==> src/rtl/fetch_pkg.sv <==
// fetch_pkg: shared types and constants for the instruction fetch unit.
// The FSM state type, the NOP reset value, the RV32I major opcodes and the
// instruction field bit positions live here.
// Optional feature macro used by the fetch unit: FETCH_PREFETCH_EN.
package fetch_pkg;

    typedef enum logic [1:0] {
        IDLE  = 2'd0,
        WAIT  = 2'd1,
        PREF  = 2'd2,
        FAULT = 2'd3
    } fetch_state_t;

    // addi x0, x0, 0
    localparam logic [31:0] NOP = 32'h0000_0013;

    // RV32I major opcodes
    localparam logic [6:0] OP_LUI    = 7'b0110111;
    localparam logic [6:0] OP_AUIPC  = 7'b0010111;
    localparam logic [6:0] OP_JAL    = 7'b1101111;
    localparam logic [6:0] OP_JALR   = 7'b1100111;
    localparam logic [6:0] OP_BRANCH = 7'b1100011;
    localparam logic [6:0] OP_LOAD   = 7'b0000011;
    localparam logic [6:0] OP_STORE  = 7'b0100011;
    localparam logic [6:0] OP_IMM    = 7'b0010011;
    localparam logic [6:0] OP_REG    = 7'b0110011;
    localparam logic [6:0] OP_FENCE  = 7'b0001111;
    localparam logic [6:0] OP_SYSTEM = 7'b1110011;

    // Field least-significant bit positions inside an instruction word
    localparam int OPCODE_LSB = 0;
    localparam int RD_LSB     = 7;
    localparam int FUNCT3_LSB = 12;
    localparam int RS1_LSB    = 15;
    localparam int RS2_LSB    = 20;
    localparam int FUNCT7_LSB = 25;

    // Instruction addresses are always word aligned.
    function automatic logic [31:0] word_align(input logic [31:0] a);
        return a & ~32'd3;
    endfunction

endpackage

==> src/rtl/fetch_if.sv <==
// fetch_if: instruction-memory request/acknowledge port.
// Handshake: the master raises imem_req with imem_addr and holds both stable
// until the slave pulses imem_ack for exactly one cycle, with imem_rdata valid
// in that same cycle. A request may be abandoned (req dropped without ack) on
// timeout or reset; the slave must tolerate that.
interface fetch_if;
    logic        imem_req;
    logic [31:0] imem_addr;
    logic        imem_ack;
    logic [31:0] imem_rdata;

    modport master (output imem_req, imem_addr, input imem_ack, imem_rdata);
    modport slave  (input imem_req, imem_addr, output imem_ack, imem_rdata);
endinterface

==> src/rtl/fetch_prefetch_buf.sv <==
// fetch_prefetch_buf: one-entry prefetch buffer (data, tag, valid) with a
// hit compare against the current PC. Clear has priority over fill.
module fetch_prefetch_buf (
    input  logic        clk,
    input  logic        rst_n,
    input  logic        fill_en,
    input  logic [31:0] fill_addr,
    input  logic [31:0] fill_data,
    input  logic        clear,
    input  logic [31:0] lookup_addr,
    output logic        hit,
    output logic [31:0] hit_data
);

    logic        pf_valid;
    logic [31:0] pf_addr;
    logic [31:0] pf_data;

    // Buffer entry: cleared on redirect/consume/timeout, filled on prefetch ack
    always_ff @(posedge clk or negedge rst_n) begin
        if (!rst_n) begin
            pf_valid <= 1'b0;
            pf_addr  <= 32'd0;
            pf_data  <= 32'd0;
        end else if (clear) begin
            pf_valid <= 1'b0;
        end else if (fill_en) begin
            pf_valid <= 1'b1;
            pf_addr  <= fill_addr;
            pf_data  <= fill_data;
        end
    end

    assign hit      = pf_valid && (pf_addr == lookup_addr);
    assign hit_data = pf_data;

endmodule

==> src/rtl/fetch_unit.sv <==
// fetch_unit: owns PC and IR for the multi-cycle RV32I core. A rising edge of
// IR_Write starts a fetch from instruction memory; the returned word lands in
// IR and PC optionally advances by 4. Decoded fields are slices of IR.
// A demand fetch that sees no ack within MAX_WAIT cycles sets a sticky fault
// that only pc_load (or reset) clears.
// Optional feature macro: FETCH_PREFETCH_EN (one-entry prefetch buffer).
module fetch_unit
    import fetch_pkg::*;
#(
    parameter logic [31:0] RESET_PC = 32'h0000_0000,
    parameter int unsigned MAX_WAIT = 15
) (
    input  logic         clk,
    input  logic         rst_n,
    input  logic         IR_Write,
    input  logic         PC_Write,
    input  logic         pc_load,
    input  logic [31:0]  pc_next,
    fetch_if.master      bus,
    output logic [31:0]  pc,
    output logic [31:0]  ir,
    output logic [6:0]   opcode,
    output logic [2:0]   funct3,
    output logic [6:0]   funct7,
    output logic [4:0]   rs1,
    output logic [4:0]   rs2,
    output logic [4:0]   rd,
    output logic         ir_valid,
    output logic         fetch_busy,
    output logic         fetch_fault,
    output fetch_state_t state_dbg
);

    localparam logic [7:0] CNT_LAST = 8'(MAX_WAIT - 1);

    fetch_state_t state;
    logic         ir_write_q;
    logic         inc_pend;
    logic         req_q;
    logic [31:0]  addr_q;
    logic [7:0]   cnt;
    logic         rise;
    logic [31:0]  pc_plus4;
    logic [31:0]  pc_tgt;

    assign rise     = IR_Write & ~ir_write_q;
    assign pc_plus4 = pc + 32'd4;
    assign pc_tgt   = word_align(pc_next);

`ifdef FETCH_PREFETCH_EN
    logic        miss_pend;
    logic        addr_match;
    logic        pf_hit;
    logic        pf_fill;
    logic        pf_clear;
    logic [31:0] pf_data;
    logic [31:0] pc_after_dem;
    logic [31:0] pc_after_rise;

    assign addr_match    = (addr_q == pc);
    assign pc_after_dem  = pc_load ? pc_tgt : (inc_pend ? pc_plus4 : pc);
    assign pc_after_rise = pc_load ? pc_tgt : (PC_Write ? pc_plus4 : pc);
    assign pf_fill  = (state == PREF) && bus.imem_ack && !rise && !miss_pend && !pc_load;
    assign pf_clear = pc_load
                    || ((state == IDLE) && rise && pf_hit)
                    || ((state == PREF) && !bus.imem_ack && (cnt == CNT_LAST));

    fetch_prefetch_buf u_pf (
        .clk         (clk),
        .rst_n       (rst_n),
        .fill_en     (pf_fill),
        .fill_addr   (addr_q),
        .fill_data   (bus.imem_rdata),
        .clear       (pf_clear),
        .lookup_addr (pc),
        .hit         (pf_hit),
        .hit_data    (pf_data)
    );
`endif

    // Fetch FSM: PC/IR ownership, memory handshake, timeout and fault tracking
    always_ff @(posedge clk or negedge rst_n) begin
        if (!rst_n) begin
            state       <= IDLE;
            pc          <= RESET_PC;
            ir          <= NOP;
            ir_valid    <= 1'b0;
            fetch_busy  <= 1'b0;
            fetch_fault <= 1'b0;
            req_q       <= 1'b0;
            addr_q      <= 32'd0;
            inc_pend    <= 1'b0;
            cnt         <= 8'd0;
            ir_write_q  <= 1'b0;
`ifdef FETCH_PREFETCH_EN
            miss_pend   <= 1'b0;
`endif
        end else begin
            ir_write_q <= IR_Write;
            case (state)
                IDLE: begin
                    if (rise) begin
`ifdef FETCH_PREFETCH_EN
                        if (pf_hit) begin
                            // Buffered word: complete at this edge, prefetch the next PC
                            ir       <= pf_data;
                            ir_valid <= 1'b1;
                            if (PC_Write) pc <= pc_plus4;
                            addr_q   <= pc_after_rise;
                            req_q    <= 1'b1;
                            cnt      <= 8'd0;
                            state    <= PREF;
                        end else
`endif
                        begin
                            ir_valid   <= 1'b0;
                            inc_pend   <= PC_Write;
                            addr_q     <= pc;
                            req_q      <= 1'b1;
                            fetch_busy <= 1'b1;
                            cnt        <= 8'd0;
                            state      <= WAIT;
                        end
                    end
                end
                WAIT: begin
                    if (bus.imem_ack) begin
                        // Ack wins over a simultaneous timeout
                        ir         <= bus.imem_rdata;
                        ir_valid   <= 1'b1;
                        fetch_busy <= 1'b0;
                        if (inc_pend) pc <= pc_plus4;
`ifdef FETCH_PREFETCH_EN
                        addr_q <= pc_after_dem;
                        cnt    <= 8'd0;
                        state  <= PREF;
`else
                        req_q  <= 1'b0;
                        state  <= IDLE;
`endif
                    end else if (cnt == CNT_LAST) begin
                        req_q       <= 1'b0;
                        fetch_busy  <= 1'b0;
                        fetch_fault <= 1'b1;
                        state       <= FAULT;
                    end else begin
                        cnt <= cnt + 8'd1;
                    end
                end
`ifdef FETCH_PREFETCH_EN
                PREF: begin
                    if (bus.imem_ack) begin
                        if (rise && addr_match && !miss_pend) begin
                            // Prefetched word is the one being demanded
                            ir       <= bus.imem_rdata;
                            ir_valid <= 1'b1;
                            if (PC_Write) pc <= pc_plus4;
                            addr_q   <= pc_after_rise;
                            cnt      <= 8'd0;
                        end else if (rise || miss_pend) begin
                            // Wrong word: discard and go fetch the real PC
                            ir_valid   <= 1'b0;
                            if (rise) inc_pend <= PC_Write;
                            addr_q     <= pc_load ? pc_tgt : pc;
                            fetch_busy <= 1'b1;
                            cnt        <= 8'd0;
                            miss_pend  <= 1'b0;
                            state      <= WAIT;
                        end else begin
                            req_q <= 1'b0;
                            state <= IDLE;
                        end
                    end else if (rise && addr_match && !miss_pend) begin
                        // Promote the in-flight prefetch to a demand fetch
                        ir_valid   <= 1'b0;
                        inc_pend   <= PC_Write;
                        fetch_busy <= 1'b1;
                        cnt        <= 8'd0;
                        state      <= WAIT;
                    end else begin
                        if (rise) begin
                            miss_pend <= 1'b1;
                            inc_pend  <= PC_Write;
                            ir_valid  <= 1'b0;
                        end
                        if (cnt == CNT_LAST) begin
                            if (rise || miss_pend) begin
                                addr_q     <= pc_load ? pc_tgt : pc;
                                fetch_busy <= 1'b1;
                                cnt        <= 8'd0;
                                miss_pend  <= 1'b0;
                                state      <= WAIT;
                            end else begin
                                req_q <= 1'b0;
                                state <= IDLE;
                            end
                        end else begin
                            cnt <= cnt + 8'd1;
                        end
                    end
                end
`endif
                FAULT: begin
                    if (pc_load) begin
                        fetch_fault <= 1'b0;
                        state       <= IDLE;
                    end
                end
                default: state <= IDLE;
            endcase
            // Redirect is accepted in every state and overrides any +4
            if (pc_load) begin
                pc       <= pc_tgt;
                inc_pend <= 1'b0;
            end
        end
    end

    assign bus.imem_req  = req_q;
    assign bus.imem_addr = addr_q;
    assign state_dbg     = state;

    assign opcode = ir[OPCODE_LSB +: 7];
    assign rd     = ir[RD_LSB     +: 5];
    assign funct3 = ir[FUNCT3_LSB +: 3];
    assign rs1    = ir[RS1_LSB    +: 5];
    assign rs2    = ir[RS2_LSB    +: 5];
    assign funct7 = ir[FUNCT7_LSB +: 7];

endmodule

==> src/flat_wrapper.sv <==
// flat-port wrapper written by rule: the top's interface ports become plain ports
module fetch_unit_flat import fetch_pkg::*;
#(
    parameter logic [31:0] RESET_PC = 32'h0000_0000,
    parameter int unsigned MAX_WAIT = 15
)
  (clk, rst_n, IR_Write, PC_Write, pc_load, pc_next, pc, ir, opcode, funct3, funct7, rs1, rs2, rd, ir_valid, fetch_busy, fetch_fault, state_dbg, bus_imem_req, bus_imem_addr, bus_imem_ack, bus_imem_rdata);
  fetch_if bus_i ();
  input  logic clk;
  input  logic rst_n;
  input  logic IR_Write;
  input  logic PC_Write;
  input  logic pc_load;
  input  logic [31:0] pc_next;
  output logic [31:0] pc;
  output logic [31:0] ir;
  output logic [6:0] opcode;
  output logic [2:0] funct3;
  output logic [6:0] funct7;
  output logic [4:0] rs1;
  output logic [4:0] rs2;
  output logic [4:0] rd;
  output logic ir_valid;
  output logic fetch_busy;
  output logic fetch_fault;
  output fetch_state_t state_dbg;
  output wire logic [$bits(bus_i.imem_req)-1:0] bus_imem_req;
  output wire logic [$bits(bus_i.imem_addr)-1:0] bus_imem_addr;
  input wire logic [$bits(bus_i.imem_ack)-1:0] bus_imem_ack;
  input wire logic [$bits(bus_i.imem_rdata)-1:0] bus_imem_rdata;
  assign bus_imem_req = bus_i.imem_req;
  assign bus_imem_addr = bus_i.imem_addr;
  assign bus_i.imem_ack = bus_imem_ack;
  assign bus_i.imem_rdata = bus_imem_rdata;
  fetch_unit #(.RESET_PC(RESET_PC), .MAX_WAIT(MAX_WAIT)) u_core (.clk(clk), .rst_n(rst_n), .IR_Write(IR_Write), .PC_Write(PC_Write), .pc_load(pc_load), .pc_next(pc_next), .bus(bus_i), .pc(pc), .ir(ir), .opcode(opcode), .funct3(funct3), .funct7(funct7), .rs1(rs1), .rs2(rs2), .rd(rd), .ir_valid(ir_valid), .fetch_busy(fetch_busy), .fetch_fault(fetch_fault), .state_dbg(state_dbg));
endmodule
==> config.mk <==
export PLATFORM = sky130hd
export DESIGN_NAME = fetch_unit_flat
export DESIGN_NICKNAME = d
export VERILOG_FILES = /design/src/rtl/fetch_pkg.sv /design/src/rtl/fetch_if.sv /design/src/rtl/fetch_prefetch_buf.sv /design/src/rtl/fetch_unit.sv /design/src/flat_wrapper.sv
export SDC_FILE = /design/constraint.sdc
export NUM_CORES = 1
export LEC_CHECK = 0
export ABC_AREA = 1
export CAP_MARGIN = 0
export CORE_ASPECT_RATIO = 1.1
export CORE_MARGIN = 1
export CORE_UTILIZATION = 46
export CTS_BUF_LIST = sky130_fd_sc_hd__clkbuf_4 sky130_fd_sc_hd__clkbuf_8
export DETAILED_ROUTE_END_ITERATION = 6
export HOLD_SLACK_MARGIN = 0.1
export PLACE_DENSITY = 0.81
export RECOVER_POWER = 100
export SYNTH_ARGS = -nofsm -noshare
export SYNTH_HDL_FRONTEND = slang
export SYNTH_SLANG_ARGS = --single-unit
==> constraint.sdc <==
create_clock -name clk -period 1.6 [get_ports clk]
set_input_delay 0.4 -clock clk [delete_from_list [all_inputs] [get_ports clk]]
set_output_delay 0.4 -clock clk [all_outputs]
set_load 0.01 [all_outputs]
======== Word-level counts from Yosys, hierarchy flattened ========
Cells that the tools add are included.
operators by class
  add/subtract/negate cells ............... 2
  eq/ne operators ......................... 10
  muxes and demuxes ....................... 27
  bitwise operators ....................... 2
  reductions and logical operators ........ 17
operators with widths
  kind                   count
  $mux 32                4
  $add 32x3->32 const B  1
  $mux 8                 3
  $pmux 8 s2             1
  $reduce_bool 2->1      7
  $reduce_and 3->1       4
  $mux 1                 11
  $add 8x1->8 const B    1
  $eq 8x4->1 const B     1
  $mux 2                 4
  $ne 2x2->1 const B     4
  $reduce_and 4->1       2
  $pmux 1 s2             3
  $pmux 2 s3             1
  $reduce_and 2->1       3
  $ne 2x1->1 const B     2
  $ne 3x2->1 const B     1
  $eq 2x1->1 const B     1
  $eq 2x2->1 const B     1
  $logic_not 2->1        1
  $and 1x1->1            1
  $not 1->1              1
storage, ports and cells
  register bits ........................... 111
  bits of input ports ..................... 70
  output and inout port bits .............. 134
  logic and storage cells ................. 68

======== Logic depth before layout (Yosys ltp) ========
  depth after elaboration ................. 5
  depth in mapped cells ................... 10
  depth with buffers taken out ............ 10

======== Least setup slack after synthesis ========
No wires, ideal clock.
  kind .................................... reg2reg
  start point ............................. register u_core.pc[3]
  end point ............................... register u_core.pc[22]
  library setup time ...................... 0.124 ns
  arrival ................................. 1.385 ns
  data required time ...................... 1.476 ns
  setup slack ............................. 0.091 ns
  cell stages (with the launch flop) ...... 9
  path buffers ............................ 0
  period minus slack after synthesis ...... 1.509 ns
  cell sequence ........................... dfrtp_1 ha_1 nand3_1 inv_1 nand2_1 nor2_1 nand3_1 nand3_1 nand3_1
on the way
  cells in the longest elaborated chain, start to end .. 5
ends and longest elaborated chain
  item                      line               RTL
  start: declaration        fetch_unit.sv:20   output logic [31:0] pc,
  start signal: assignment  fetch_unit.sv:132  if (inc_pend) pc <= pc_plus4;
  start signal: assignment  fetch_unit.sv:213  pc <= pc_tgt;
  $add 32x3->32             fetch_unit.sv:47   assign pc_plus4 = pc + 32'd4;
  $mux 32                   fetch_unit.sv:132
  $mux 32                   fetch_unit.sv:127  if (bus.imem_ack) begin
  $mux 32                   fetch_unit.sv:100  case (state)
  $mux 32                   fetch_unit.sv:212  if (pc_load) begin
Every way passes these cells. The select of a mux whose other input is x is not followed.
A chain may end at the register's enable or synchronous reset.

======== Worst setup path after layout ========
  start point ............................. register u_core.pc[3]
  end point ............................... output port pc[3]
RTL lines
  item              line                RTL
  end: declaration  flat_wrapper.sv:15  output logic [31:0] pc;
No word-level cell between the ends.

==> reports/qor.txt <==
Outcome -> finished, final reports clean
Crit. End Element -> output port
Max-slew headroom -> 62.6%
Synth cell count leaders -> 283 x nand2_1, 104 x dfrtp_1, 60 x nand3_1
Final WL -> 17,300 um
GR Util All Layers -> 27.5%
Final worst slack -> 5.22 ps
Syn Inst Count -> 732
Leakage -> 4.24 nW
Crit path largest cell delay -> 430 ps
Die Y -> 117 um
Vias in the first global route -> 5,572
Die Footprint -> 12,500 um^2
Layout area overhead -> 49.0%
Count leader, synth -> nand2_1
PD cells -> 1320 nW/um^2
Cells after DPL -> 1,073
Core area -> 11,600 um^2
Post-route antenna net violation count -> 0
Routed len/inst -> 15.4 um
Mean Syn Cell Area -> 7.60 um^2
Initial Utilization -> 47.8%
Max Cap Viol -> 0
Hold Vio Cnt, Final -> 0
1st-iter DRT viols -> 392
Synthesized area -> 5560 um^2
Critical path cell sequence -> buf_4 -> clkdlybuf4s15_1
Via count -> 5,711
Clock tree from TritonCTS -> yes
Worst skew pair latency -> 380 ps
Worst EP arrival -> 1190 ps
Fmax -> 0.627 GHz
RSZ-0062 raised after global routing -> true
Slowest-stage cell, CP -> dfrtp_1
Nets -> 1,043
Slew Limit Fails -> 0
Fraction of registers with async set/reset -> 100%
Total power -> 0.0110 W
Num ports -> 204
Dpl cell area -> 7830 um^2
Port bufs -> 197
Grt ovf -> 0
Remaining DRCs -> 0
Critical path type -> reg -> out
Count of flip-flops with a built-in enable after synthesis -> 0
Yosys warnings -> 0
Synth Flop Type -> dfrtp_1
Routed vias/inst -> 5.08
Seq cells post-synth -> 107
Cell row count -> 41
CP startpoint kind -> register
Antenna diode count -> 0
Final setup fails -> 0
Final period utilization -> 99.7%
Clock Tree Buf Depth -> 2
Critical path fanouts, max -> 2
Pre-CTS worst setup slack -> -207 ps
Fin Clk Skew -> 9.14 ps
Tightest Hold Check Type -> reg -> reg
Fin util -> 71.2%
Yosys top cell area share -> 46.8%
Proportion of synthesized chip area in sequential cells -> 48.2%
CTS Buf Count -> 9
Worst-path clk slew -> 100 ps
DPL Wire Length -> 12,400 um
Die W -> 107 um
Fill cell total of the finished layout -> 945
Pre-Repair DR Iteration Count -> 6
Final Wtd Congestion -> 0.946
Critical Path RT -> 1200 ps
First-pass GRT wire length -> 26,900 um
Yosys cell types -> 40
H-Tree Level Count -> 3
Synth area leaders -> dfrtp_1 47%, nand2_1 19%, buf_4 5.4%
Post-layout instance count excluding filler cells -> 1,125
Initial antenna violation count -> 0
Post-route cell area -> 8290 um^2
Post-synth top area cell -> dfrtp_1
Root Driver -> clkbuf_8
Layout cell share with drive strength beyond 1 -> 16.3%
Slew @ Worst Pin -> 561 ps
Clk sinks -> 107
Crit path time final -> 1590 ps
Largest net degree at the start of global routing -> 35
Worst vdd ir -> 0.000750 V
[worst max-delay path, delay by kind of cell, from the launching register on]
kind / cells / cell delay, ps
buffers and inverters: 2 / 390
flip-flops: 1 / 430
[metal layers]
layer	vias up	track usage (%)	wire, um
met4	0	12.4	477
met2	249	48.8	8830
met5	-	0	0
li1	2754	-	-
met3	37	4.22	1180
met1	2671	32.4	6830
[cell families after synthesis]
family,synth area share [%]
xor gates and xnor gates,0.472
AOI/OAI and AO/OA,7.47
DFF,48.2
other,0.0674
adders and majority gates,0.675
buffers and inverters,11.1
and+or+nand+nor,32.0
[placed cells by master, fill, tap and decap left out, types with 3 or more instances in the layout]
cell type and count:
a21oi_1 8, buf_12 7, buf_4 58, buf_6 8, clkbuf_2 9, clkbuf_4 3
clkbuf_8 9, clkdlybuf4s15_1 6, clkdlybuf4s50_1 65, conb_1 4, dfrtp_1 95, dfrtp_2 9
dlygate4sd2_1 119, inv_1 53, inv_2 3, inv_4 3, nand2_1 277, nand2_2 7
nand2_4 3, nand3_1 58, nand4_1 6, nor2_1 43, nor2_2 9, nor2_4 11
nor3_1 4, o211ai_1 3, o21ai_0 46, o21ai_1 4, o21bai_1 3, xor2_1 3
[power by group]
part           internal (W)  leakage [nW]  switching, W
sequential          0.00364          1.31      0.000598
combinational       0.00227          2.83       0.00258
clock              0.000893         0.110      0.000993
[cell type report]
cell class	count	area, um^2	area share [%]
timing repair buffer	282	2550	30.7
tap	150	188	2.26
inverter	60	233	2.81
sequential	107	2690	32.5
clock buffer	9	124	1.49
clock inverter	7	98.8	1.19
multi-input combinational	510	2410	29.0
[flip-flops by register name, indices dropped and copies added, names as in the netlist]
register / count
u_core.bus.imem_req: 1
u_core.ir_write_q: 1
u_core.bus.imem_addr: 30
u_core.ir: 32
u_core.pc: 30
u_core.inc_pend: 1
u_core.fetch_fault: 1
u_core.cnt: 8
u_core.state_dbg: 2
u_core.ir_valid: 1
[final timing paths]
kind	start	end	slack, ps	cells past startpoint
min in group asynchronous	rst_n	u_core.pc[21]	530	2
min	u_core.bus.imem_addr[3]	u_core.bus.imem_addr[3]	480	2
max in group asynchronous	rst_n	u_core.ir[1]	150	3
max reg2reg	u_core.pc[6]	u_core.pc[11]	30	9
max	u_core.pc[3]	pc[3]	5	2
min reg2reg	u_core.bus.imem_addr[3]	u_core.bus.imem_addr[3]	480	2
[through the flow]
step	setup TNS (ps)	hold slack [ps]
3_3_place_gp	-12200	324
3_5_place_dp	-14420	323
4_1_cts	0	451
6_report	0	477
5_1_grt	-805	508
2_1_floorplan	0	104
[repair_timing]
action,4_1_cts,5_1_grt
endpoints found under the setup margin,132,35
setup buffers,27,7
hold buffers,1,0
hold endpoints to repair,17,0
gates resized for setup,147,60
cloned,0,1
pin swaps,0,19
No activity file was read; power rests on OpenSTA's default activity.
